<file path="src/rtl/serial_adder.sv">
// Bit-serial WIDTH-bit adder/subtractor: one full-adder slice and a carry flop,
// LSB first, with a start/busy/done handshake and registered sum/cout/ovf.
module serial_adder #(
  parameter int WIDTH = 8
) (
  input  logic             clk,
  input  logic             rst_n,
  input  logic             start,
  input  logic             sub,
  input  logic [WIDTH-1:0] a,
  input  logic [WIDTH-1:0] b,
  output logic             busy,
  output logic             done,
  output logic [WIDTH-1:0] sum,
  output logic             cout,
  output logic             ovf
);

  localparam int CW = $clog2(WIDTH + 1);

  typedef enum logic [1:0] {
    IDLE = 2'd0,
    RUN  = 2'd1,
    DONE = 2'd2
  } state_t;

  // Handshake: start is accepted only in IDLE or DONE, which makes the
  // request/ack pair (start, accept) a valid/ready transfer. Requests seen
  // while busy=1 are dropped, not queued. done pulses for one cycle per
  // accepted operation that was not cut short by reset.
  state_t state;
  state_t state_next;

  logic [WIDTH-1:0] op_a;
  logic [WIDTH-1:0] op_b;
  logic [WIDTH-1:0] shreg;
  logic [WIDTH-1:0] shreg_next;
  logic [WIDTH-1:0] sum_q;
  logic [CW-1:0]    cnt;
  logic             carry;
  logic             s_bit;
  logic             c_next;
  logic             accept;
  logic             last_bit;
  logic             cout_q;
  logic             ovf_q;

  always_comb begin
    accept     = start && ((state == IDLE) || (state == DONE));
    last_bit   = (state == RUN) && (cnt == CW'(WIDTH - 1));
    s_bit      = op_a[0] ^ op_b[0] ^ carry;
    c_next     = (op_a[0] & op_b[0]) | (op_a[0] & carry) | (op_b[0] & carry);
    // New bits enter at the MSB so that after WIDTH shifts bit i sits at i.
    shreg_next = shreg >> 1;
    shreg_next[WIDTH-1] = s_bit;
  end

  always_comb begin
    state_next = state;
    case (state)
      IDLE:    if (accept) state_next = RUN;
      RUN:     if (last_bit) state_next = DONE;
      DONE:    state_next = accept ? RUN : IDLE;
      default: state_next = IDLE;
    endcase
  end

  always_ff @(posedge clk or negedge rst_n) begin
    if (!rst_n) begin
      state <= IDLE;
    end else begin
      state <= state_next;
    end
  end

  always_ff @(posedge clk or negedge rst_n) begin
    if (!rst_n) begin
      op_a   <= '0;
      op_b   <= '0;
      shreg  <= '0;
      cnt    <= '0;
      carry  <= 1'b0;
      sum_q  <= '0;
      cout_q <= 1'b0;
      ovf_q  <= 1'b0;
    end else if (accept) begin
      // Subtraction is a + ~b + 1; the +1 comes in as the initial carry.
      op_a  <= a;
      op_b  <= sub ? ~b : b;
      carry <= sub;
      cnt   <= '0;
      shreg <= '0;
    end else if (state == RUN) begin
      op_a  <= op_a >> 1;
      op_b  <= op_b >> 1;
      carry <= c_next;
      shreg <= shreg_next;
      cnt   <= cnt + CW'(1);
      if (last_bit) begin
        // On the last bit, carry still holds the carry into the MSB.
        sum_q  <= shreg_next;
        cout_q <= c_next;
        ovf_q  <= carry ^ c_next;
      end
    end
  end

  assign busy = (state == RUN);
  assign done = (state == DONE);
  assign sum  = sum_q;
  assign cout = cout_q;
  assign ovf  = ovf_q;

endmodule

</file>
<file path="config.mk">
export PLATFORM = sky130hd
export DESIGN_NAME = serial_adder
export DESIGN_NICKNAME = d
export VERILOG_FILES = /design/src/rtl/serial_adder.sv
export SDC_FILE = /design/constraint.sdc
export NUM_CORES = 1
export LEC_CHECK = 0
export CORE_MARGIN = 2
export CORE_UTILIZATION = 25
export DETAILED_ROUTE_END_ITERATION = 7
export PLACE_DENSITY_LB_ADDON = 0.08
export SETUP_SLACK_MARGIN = 0.5
export SYNTH_ARGS = -nofsm -noshare
export SYNTH_HDL_FRONTEND = slang
export SYNTH_SLANG_ARGS = --single-unit
</file>
<file path="constraint.sdc">
create_clock -name clk -period 4.2 [get_ports clk]
set_input_delay 1.26 -clock clk [delete_from_list [all_inputs] [get_ports clk]]
set_output_delay 1.26 -clock clk [all_outputs]
set_load 0.02 [all_outputs]
</file>
# [After elaboration in Yosys (flattened, before gate mapping)]
# Cells that the tools add are included.
[totals] ff_bits=41 out_inout_bits=12 wordCells=47 inputBits=20
[classes] addsub=1 n_mux=15 eq_ne=5 n_reduce_logical=7 bitwise_logic=10
[ops] operator="8-bit two-way mux" n=7
[ops] operator="4-bit two-way mux" n=2
[ops] operator="8-bit NOT" n=1
[ops] operator="2-bit case mux with 3 select lines" n=1
[ops] operator="4-bit by 1-bit adder with 4-bit output (second input constant)" n=1
[ops] operator="4-bit by 3-bit equality test with 1-bit output (second input constant)" n=1
[ops] operator="2-bit two-way mux" n=2
[ops] operator="1-bit bitwise AND" n=3
[ops] operator="1-bit two-way mux" n=3
[ops] operator="3-bit AND reduction" n=1
[ops] operator="1-bit bitwise XOR" n=3
[ops] operator="2-bit by 1-bit equality test with 1-bit output (second input constant)" n=1
[ops] operator="2-bit equality test (second input constant)" n=1
[ops] operator="1-bit logical AND" n=2
[ops] operator="2-bit logical NOT" n=1
[ops] operator="2-bit by 1-bit != test with 1-bit output (second input constant)" n=1
[ops] operator="2-bit != test (second input constant)" n=1
[ops] operator="1-bit bitwise OR" n=2
[ops] operator="2-bit AND reduction" n=1
[ops] operator="2-bit nonzero test" n=1
[ops] operator="1-bit logical OR" n=1
[ops] operator="1-bit NOT" n=1

# [Depth between registers and ports, before layout]
# Gate-level depths: netlist (run 1).
[logic_depth] depth_word=5 depth_mapped=5 ltp_nobuf=4

# [Worst setup path before layout (run 1)]
# No wires, ideal clock.
[synth_timing] path_type="reg2out" start="reg state[1]" end="out busy" arrival_ns=1.015 stages_incl_launch_ff=4 n_path_buf=2 required_ns=2.940 slack_ns=1.925 path_cell_list="dfrtp_1 -> and2b_1 -> buf_2 -> buf_2"
[synth_via] elab_chain_cells=1
[synth_rtl] item="from (decl)" line="31" source="state_t state;"
[synth_rtl] item="from (signal assigned)" line="72" source="state <= state_next;"
[synth_rtl] item="2-bit by 1-bit equality test with 1-bit output" line="108" source="assign busy = (state == RUN);"
[synth_rtl] item="to (decl)" line="12" source="output logic busy,"
# No other way between the ends.

# [Final worst setup path (run 1)]
# Ends and elaborated chain as after synthesis.

==> qor.yml, run 1 <==
cells_and_area:
  area_growth_pct: 27.7
  final_area_um2: 2220
  num_antenna_cells: 0
  fillerInstances: 706
  nets: 187
  drive_above_1_share: 0.145
grt:
  grtUsageTotal: 0.100
  antenna_found_initial: 0
  grt_pass1_vias: 1171
  grt_pass1_wl_um: 5830
  grt_max_degree: 41
  grt.overflow.total: 0
power:
  peakVddDrop_mv: 0.199
  powerDensity_nw_per_um2: 725
  p_leak_nw: 1.03
  finalPower_w: 0.00161
clock_network:
  cts_sinks: 40
  cts_root_buf: "clkbuf_8"
  postCtsHoldBufs: 0
  cts_buffer_depth: 2
  htreeDepth: 2
  numCtsBuffers: 5
  cts_setup_buffers: 0
  path_clk_slew_ns: 0.08
  clk-insertion-delay-late_ns: 0.29
  cts_tree: "built"
  cts_resized: 0
floorplan:
  ios: 32
  die_w_um: 87.3
  num_rows: 30
  initial_core_util: 0.257
  die_area_um2: 7630
  core_um2: 6760
  die_h_um: 87.3
logic_synthesis:
  synthCells: 134
  synth_cell_type_count: 20
  synth-edff-count: 0
  synth-seq-cells: 40
  netlist_area_um2: 1740
  ys_warn_count: 0
  ys_seq_area_frac: 0.576
  synth_flop_cell: "dfrtp_1"
  synth_nets: 156
  avgSynthCellArea_um2: 13.0
  async_flop_share: 1.00
placed_design:
  io_buffers: 31
  routabilityCongestion: 0.627
  dpl.hpwl_um: 2120
  dp_worst_setup_slack_ns: 1.24
  dpl_cell_area_um2: 2110
setup_path:
  end_kind: "output pin"
  worstSetupPathType: "reg -> out"
  cp-start-kind: "flop"
  crit_arrival_ns: 1.47
  crit_required_ns: 2.94
  path_max_fanout: 2
timing:
  max_freq_mhz: 367
  fin_tns_setup_ns: 0
  fin_hold_ws_ns: 0.482
  fin_ws_ns: 1.47
  rsz0062_at_grt: "no"
  worstMarginPinSlew_ns: 0.902
  post-route-period-util: 0.650
  setup_violations: 0
  slew_viol_final: 0
  final.min_clock_period_ns: 2.73
  finalHoldViolCount: 0
  relSlewSlack: 0.398
  clock_skew_ns: 0.00615
route:
  drc: 0
  ant_nets: 0
  vias_per_cell: 4.50
  wl_per_cell_um: 13.2
  routed-via-count: 1106
  first_pass_iters: 4
  drtIter0Drc: 73
  wl_um: 3240
run:
  drv_cap: 0
status:
  outcome: "complete, no violations"
hold_path:
  hold_class: "reg -> reg"
## cell type report
type	instances	area (um^2)	share of cell area
sequential	40	1000	0.451
clock inverter	2	35.0	0.0158
multi-input combinational	85	689	0.311
timing repair buffer	33	320	0.144
clock buffer	6	72.6	0.0327
tap	80	100	0.0451
## where the power goes
part           switching [W]  internal [W]
clock network       0.000136      0.000176
logic               0.000304      0.000340
registers           0.000101      0.000550
## Yosys cell counts (all sizes together), types with 2 or more instances
library cell,number,area [um^2]
clkbuf,2,7.51
mux2,12,135
nor2b,2,12.5
xor2,9,78.8
mux2i,10,100
o21ai,9,45.0
a22o,17,149
dfrtp,40,1000
nand2,12,45.0
a21o,7,52.6
buf,7,38.8
## per-layer routing
metal / wire (um) / track usage / up-vias
li1: - / - / 534
met1: 1590 / 0.138 / 543
met2: 1460 / 0.145 / 24
met3: 133 / 0.0341 / 5
met4: 55 / 0.0378 / 0
met5: 0 / 0 / -
## logic make-up (layout without fill, tap and decap cells)
| family | after synthesis | in the layout | share of synthesized area |
|---|---|---|---|
| buffers and inverters | 9 | 41 | 0.0267 |
| multiplexers | 22 | 22 | 0.135 |
| adder cells (fa/ha/maj) | 2 | 2 | 0.0187 |
| XOR/XNOR | 9 | 9 | 0.0454 |
| AO/OA/AOI/OAI | 33 | 33 | 0.142 |
| flip-flops | 40 | 40 | 0.576 |
| AND/OR/NAND/NOR | 19 | 19 | 0.0555 |
## worst paths after layout
check	cells after the start	to	slack, ns	startpoint
setup / recovery	2	busy	1.47	state[1]
min in group asynchronous	1	sum[1]	1.10	rst_n
hold / removal	1	op_a[5]	0.48	op_a[5]
setup reg to reg	4	sum[2]	1.99	state[1]
hold reg to reg	1	op_a[5]	0.48	op_a[5]
max in group asynchronous	1	op_a[6]	2.54	rst_n
## worst max-delay path: stages (launching register included)
cell             delay, ns
dfrtp_1               0.37
and2b_1               0.21
clkdlybuf4s50_1       0.60
## state kept, by name (all words and copies together) (netlist names)
name,flops
carry,1
cnt,4
cout,1
op_a,8
op_b,8
ovf,1
shreg,7
state,2
sum,8
## placed cells by master, fill, tap and decap left out, types with 2 or more instances in the layout
| cell | netlist | final |
|---|---|---|
| xor2_1 | 9 | 9 |
| clkbuf_8 | 0 | 5 |
| mux2i_1 | 10 | 10 |
| buf_4 | 2 | 2 |
| nor2b_1 | 2 | 2 |
| nand2_1 | 12 | 12 |
| a21o_1 | 7 | 7 |
| o21ai_0 | 9 | 9 |
| a22o_1 | 17 | 17 |
| clkdlybuf4s50_1 | 0 | 30 |
| dfrtp_1 | 40 | 40 |
| mux2_2 | 12 | 12 |
## per-stage QoR
stage | utilization | std cells
finish | 0.328 | 246
global route | 0.328 | 246
CTS | 0.328 | 246
detailed placement | 0.312 | 238
global placement | 0.312 | 238
floorplan | - | 134
Note: power is estimated with default switching activity, not from simulation.
==> run 2: changes to the inputs <==
==> constraint.sdc (replaced) <==
create_clock -name clk -period 2.3 [get_ports clk]
set_input_delay 0.69 -clock clk [delete_from_list [all_inputs] [get_ports clk]]
set_output_delay 0.69 -clock clk [all_outputs]
set_load 0.02 [all_outputs]
==> qor.yml, run 2 (synthesized netlist as in run 1, its figures left out) <==
hold_path:
  hold_class: "in -> async"  # was reg -> reg
setup_path:
  cpPeakStageDelay_ns: 0.38  # was 0.60 ns
  crit_slowest_cell: "dfrtp_1"  # was clkdlybuf4s50_1
  end_kind: "output pin"  # unchanged
  path_max_fanout: 2  # unchanged
  cpLargestDelayFamily: "flip-flops"  # was buffers and inverters
  crit_required_ns: 1.61  # was 2.94 ns
  worst-path-buf-inv: 1  # unchanged
  path_cells: "and2b_1 > clkbuf_2"  # was and2b_1 > clkdlybuf4s50_1
  crit_arrival_ns: 1.10  # was 1.47 ns
  cp-start-kind: "flop"  # unchanged
  worstSetupPathType: "reg -> out"  # unchanged
route:
  wl_met1_um: 1640  # was 1590 um
  wl_met3_um: 152  # was 133 um
  met2RoutedLength_um: 1500  # was 1460 um
  ant_nets: 0  # unchanged
  routed-via-count: 1125  # was 1,106
  drtIter0Drc: 38  # was 73
  wl_per_cell_um: 13.6  # was 13.2 um
  drc: 0  # unchanged
  highest_layer: "met4"  # unchanged
  vias_per_cell: 4.54  # was 4.50
  first_pass_iters: 4  # unchanged
  wl_um: 3370  # was 3240 um
power:
  peakVddDrop_mv: 0.446  # was 0.199 mV
  switching_share: 0.347  # was 0.336
  p_comb_frac: 0.393  # was 0.401
  p_leak_nw: 1.08  # was 1.03 nW
  powerDensity_nw_per_um2: 1310  # was 725 nW/um^2
  power.share.sequential: 0.409  # was 0.405
  pwr-share-clk: 0.199  # was 0.194
  p_switching_w: 0.00102  # was 0.000541 W
  intPower_w: 0.00191  # was 0.00107 W
timing:
  slew_viol_final: 0  # unchanged
  clock_skew_ns: 0.00901  # was 0.00615 ns
  final.min_clock_period_ns: 1.79
  fin_tns_setup_ns: 0  # unchanged
  setup_violations: 0  # unchanged
  relSlewSlack: 0.658  # was 0.398
  finalHoldViolCount: 0  # unchanged
  max_freq_mhz: 559
  worstMarginPinSlew_ns: 0.514  # was 0.902 ns
  rsz0062_at_grt: "yes"  # was no
  post-route-period-util: 0.778
clock_network:
  numCtsBuffers: 5  # unchanged
  path_clk_slew_ns: 0.09  # was 0.08 ns
  cts_tree: "built"  # unchanged
  cts_root_buf: "clkbuf_8"  # unchanged
  cts_buffer_depth: 2  # unchanged
  htreeDepth: 2  # unchanged
  cts_sinks: 40  # unchanged
  cts_setup_buffers: 0  # unchanged
  clk-insertion-delay-late_ns: 0.30  # was 0.29 ns
cells_and_area:
  area_growth_pct: 28.6  # was 27.7%
  final_cell_mix: "dfrtp_1, clkdlybuf4s50_1, a22o_1, nand2_1, mux2_2"  # unchanged
  mostFrequentLayoutCell: "dfrtp_1"  # unchanged
  num_antenna_cells: 0  # unchanged
  nets: 189  # was 187
  drive_above_1_share: 0.179  # was 0.145
  fin_cells: 248  # was 246
placed_design:
  routabilityCongestion: 0.694  # was 0.627
  dp.cells: 240  # was 238
  dpl.hpwl_um: 2220  # was 2120 um
  io_buffers: 31  # unchanged
floorplan:
  num_rows: 30  # unchanged
  ios: 32  # unchanged
  core_um2: 6760  # unchanged
  die_w_um: 87.3  # unchanged
  initial_core_util: 0.257  # unchanged
  die_h_um: 87.3  # unchanged
  die_area_um2: 7630  # unchanged
status:
  outcome: "complete, no violations"  # unchanged
grt:
  grt_pass1_vias: 1189  # was 1,171
  grtUsageTotal: 0.102  # was 0.100
  antenna_found_initial: 0  # unchanged
  grt_max_degree: 41  # unchanged
  grt.overflow.total: 0  # unchanged
  grt_pass1_wl_um: 5950  # was 5830 um
run:
  drv_cap: 0  # unchanged
[run 2: worst reg2reg max path, delay by kind of cell, from the launching register on]
family	cells	cell delay, ns
buffers and inverters	2	0.45
flip-flops	1	0.38
multiplexers	1	0.35
AND/OR/NAND/NOR	2	0.44
[run 2: power groups by stage]
stage               clock [W]  combinational (W)  sequential (W)
finish               0.000581            0.00115         0.00120
CTS                  0.000605            0.00116         0.00120
global route         0.000636            0.00128         0.00124
floorplan                   0           0.000770         0.00126
detailed placement          0            0.00121         0.00122
global placement            0            0.00119         0.00121
[run 2: repair_timing]
item / CTS / global route
cloned: 0 / 0
endpoints found under the setup margin: 40 / 27
gates resized for setup: 17 / 5
pin swaps: 0 / 0
hold buffers: 0 / 0
[run 2: final cells by class]
type | count | area (um^2)
clock buffer | 5 | 68.8
clock inverter | 3 | 42.5
fill | 688 | 4520
multi-input combinational | 85 | 697
sequential | 40 | 1000
tap | 80 | 100
timing repair buffer | 35 | 324
[run 2: metrics by stage]
stage | total power, W | util | cell area, um^2 | hold WS, ns | setup slack [ns]
2_1_floorplan | 0.00203 | - | 1740 | 0.394 | 0.595
3_3_place_gp | 0.00240 | 0.315 | 2130 | 0.461 | 0.127
3_5_place_dp | 0.00242 | 0.315 | 2130 | 0.470 | 0.0844
4_1_cts | 0.00297 | 0.330 | 2230 | 0.463 | 0.372
5_1_grt | 0.00316 | 0.331 | 2230 | 0.501 | 0.444
6_report | 0.00293 | 0.331 | 2230 | 0.435 | 0.511
[run 2: path summary, 6_finish.rpt]
path	from	endpoint	slack (ns)	depth (start not counted)
worst min-delay path	rst_n	sum[1]	0.43	2
worst max register to register	state[1]	sum[4]	0.56	5
max in group asynchronous	rst_n	shreg[6]	1.50	2
worst min register to register	op_a[5]	op_a[5]	0.49	1
min in group clk	op_a[5]	op_a[5]	0.49	1
worst max-delay path	state[1]	busy	0.51	2
[run 2: per-layer routing]
layer,up-vias,track usage
li1,539,-
met1,556,0.138
met3,6,0.0332
met5,-,0
met2,24,0.149
met4,0,0.0462
==> edit: new RTL, flow settings as in run 2 <==
Register the inputs `start`, `sub`, `a` and `b` before use. The logic sees them one clock later. Comments in the files are not updated.
--- a/src/rtl/serial_adder.sv
+++ b/src/rtl/serial_adder.sv
@@ -25,4 +25,16 @@
   } state_t;
 
+  logic start_q;
+  logic sub_q;
+  logic [WIDTH-1:0] a_q;
+  logic [WIDTH-1:0] b_q;
+
+  always_ff @(posedge clk) begin
+    start_q <= start;
+    sub_q   <= sub;
+    a_q     <= a;
+    b_q     <= b;
+  end
+
   // Handshake: start is accepted only in IDLE or DONE, which makes the
   // request/ack pair (start, accept) a valid/ready transfer. Requests seen
@@ -47,5 +59,5 @@
 
   always_comb begin
-    accept     = start && ((state == IDLE) || (state == DONE));
+    accept     = start_q && ((state == IDLE) || (state == DONE));
     last_bit   = (state == RUN) && (cnt == CW'(WIDTH - 1));
     s_bit      = op_a[0] ^ op_b[0] ^ carry;
@@ -86,7 +98,7 @@
     end else if (accept) begin
       // Subtraction is a + ~b + 1; the +1 comes in as the initial carry.
-      op_a  <= a;
-      op_b  <= sub ? ~b : b;
-      carry <= sub;
+      op_a  <= a_q;
+      op_b  <= sub_q ? ~b_q : b_q;
+      carry <= sub_q;
       cnt   <= '0;
       shreg <= '0;
Function: changed (Yosys sat finds a counterexample within 4 cycles, from zero or initial values and one cycle with rst_n low).
==> edit against run 2 <==
Final area is 22% higher; worst setup slack better by 0.047 ns; power is 26% higher; routed wire length is 15% higher; sequential cell count is 18 higher; global-route usage is 0.26 points lower; via count is 17% higher; sequential power is 29% higher; area after synthesis is 21% higher; largest cell class unchanged.
==> edit: results (changes against run 2) <==
status finished, final reports clean (unchanged); Int Pwr 2.52 mW (was 1.91 mW); Seq pwr share 0.418 (was 0.409); leakage power 1.20 nW (was 1.08 nW); post-synthesis average cell area 13.0 um2 (about the same); area occupied by multi-input gates 669 um2 (was 697 um2); adder-cell share of the synthesized area 0.0155 (was 0.0187); Post-Synth XOR/XNOR Area 0.0375 (was 0.0454); Vias 1313 (was 1125); # port buffers 31 (unchanged); met1 Resource Use GR 0.128 (was 0.138); Placed Area 2510 um2 (was 2130 um2); R2R Path End cout$_DFFE_PN0P_ (was sum[4]$_DFFE_PN0P_); Mapped Nets 184 (was 156); Inst Count DP 293 (was 240); Final GP Congestion 0.676 (was 0.694); DRT Pass-1 Iters 5 (was 4); routing usage on met2 0.142 (was 0.149); DR iter-0 viols 32 (was 38); Setup Skew 0.00690 ns (was 0.00901 ns); first-pass GRT wire length 6730 um (was 5950 um); pre-CTS setup slack 0.390 ns (was 0.0844 ns); Distinct cells, synth 29 (was 20); wire length per cell 12.5 um (was 13.6 um); fin cells 309 (was 248); met2 wire len 1710 um (was 1500 um); CP Data Arrival Time 1.05 ns (was 1.10 ns); Final min period 1.74 ns (was 1.79 ns); synth top area cells dfrtp_1 (48%), dfxtp_1 (17%), mux2_2 (5.4%) (was dfrtp_1 (58%), a22o_1 (8.6%), mux2_2 (7.8%)); share of layout cells above drive strength 1 0.176 (was 0.179); placed wire-length estimate 2440 um (was 2220 um); sequential area share after synthesis 0.647 (was 0.576); Reg2Reg Setup Slack 0.63 ns (was 0.56 ns); H-tree depth 3 (was 2); Fill cells 842 (was 688); Synth Area in Compound Gates 0.107 (was 0.142); crit-path max FO 2 (unchanged); GR Layer Usage met3 0.0360 (was 0.0332); Worst slew margin 0.470 (was 0.658); reg2reg start cnt[0]$_DFFE_PN0P_ (was state[1]$_DFFE_PN0P_); routed length on met1 1870 um (was 1640 um); clk buf depth 2 (unchanged); met3 wire len 185 um (was 152 um); Max IR drop VDD 0.326 mV (was 0.446 mV); capture point of the worst path busy (unchanged); Clk Latency, worst-skew pair 0.33 ns (was 0.30 ns); all-layer global routing usage 0.0997 (was 0.102); total power 3.70 mW (was 2.93 mW); Hold WC Path Type in2async (unchanged); final net count 221 (was 189); WHS 0.419 ns (was 0.435 ns); Post-synth top cells dfrtp_1 (40), dfxtp_1 (18), nand2_1 (15), nor2_1 (14) (was dfrtp_1 (40), a22o_1 (17), mux2_2 (12), nand2_1 (12), mux2i_1 (10)); mux cell area share after synthesis 0.0630 (was 0.135); vias in the first global route 1363 (was 1189); number of CTS-inserted buffers 9 (was 5); clock slew at reported path FFs 0.06 ns (was 0.09 ns); asr flop ratio synth 0.690 (was 1.00)
==> edit: changes by cell type after synthesis, moves of 7 or more <==
cell / change
dfxtp_1: +18
nor2_1: +14
mux2i_1: -8
a21o_1: -7
a221o_1: +7
a22o_1: -7
o21ai_0: -7
xnor2_1: +7
xor2_1: -7
==> edit: what timing repair did <==
action                                  in CTS  in global routing
gates resized for setup                     16                  5
buffers inserted                             0                  0
endpoints found under the setup margin      12                  2
==> edit: cells by family after synthesis <==
kind of cell,Yosys count
flops,58
simple gates,40
compound gates,28
buf+inv,13
mux,12
xor+xnor,9
fa+ha+maj,2
==> edit: cell type report <==
class | count | share of cell area
Clock buffer | 15 | 0.0687
Clock inverter | 1 | 0.0111
Inverter | 3 | 0.00415
Multi-Input combinational cell | 91 | 0.247
Sequential cell | 58 | 0.501
Tap cell | 105 | 0.0484
Timing Repair Buffer | 36 | 0.120
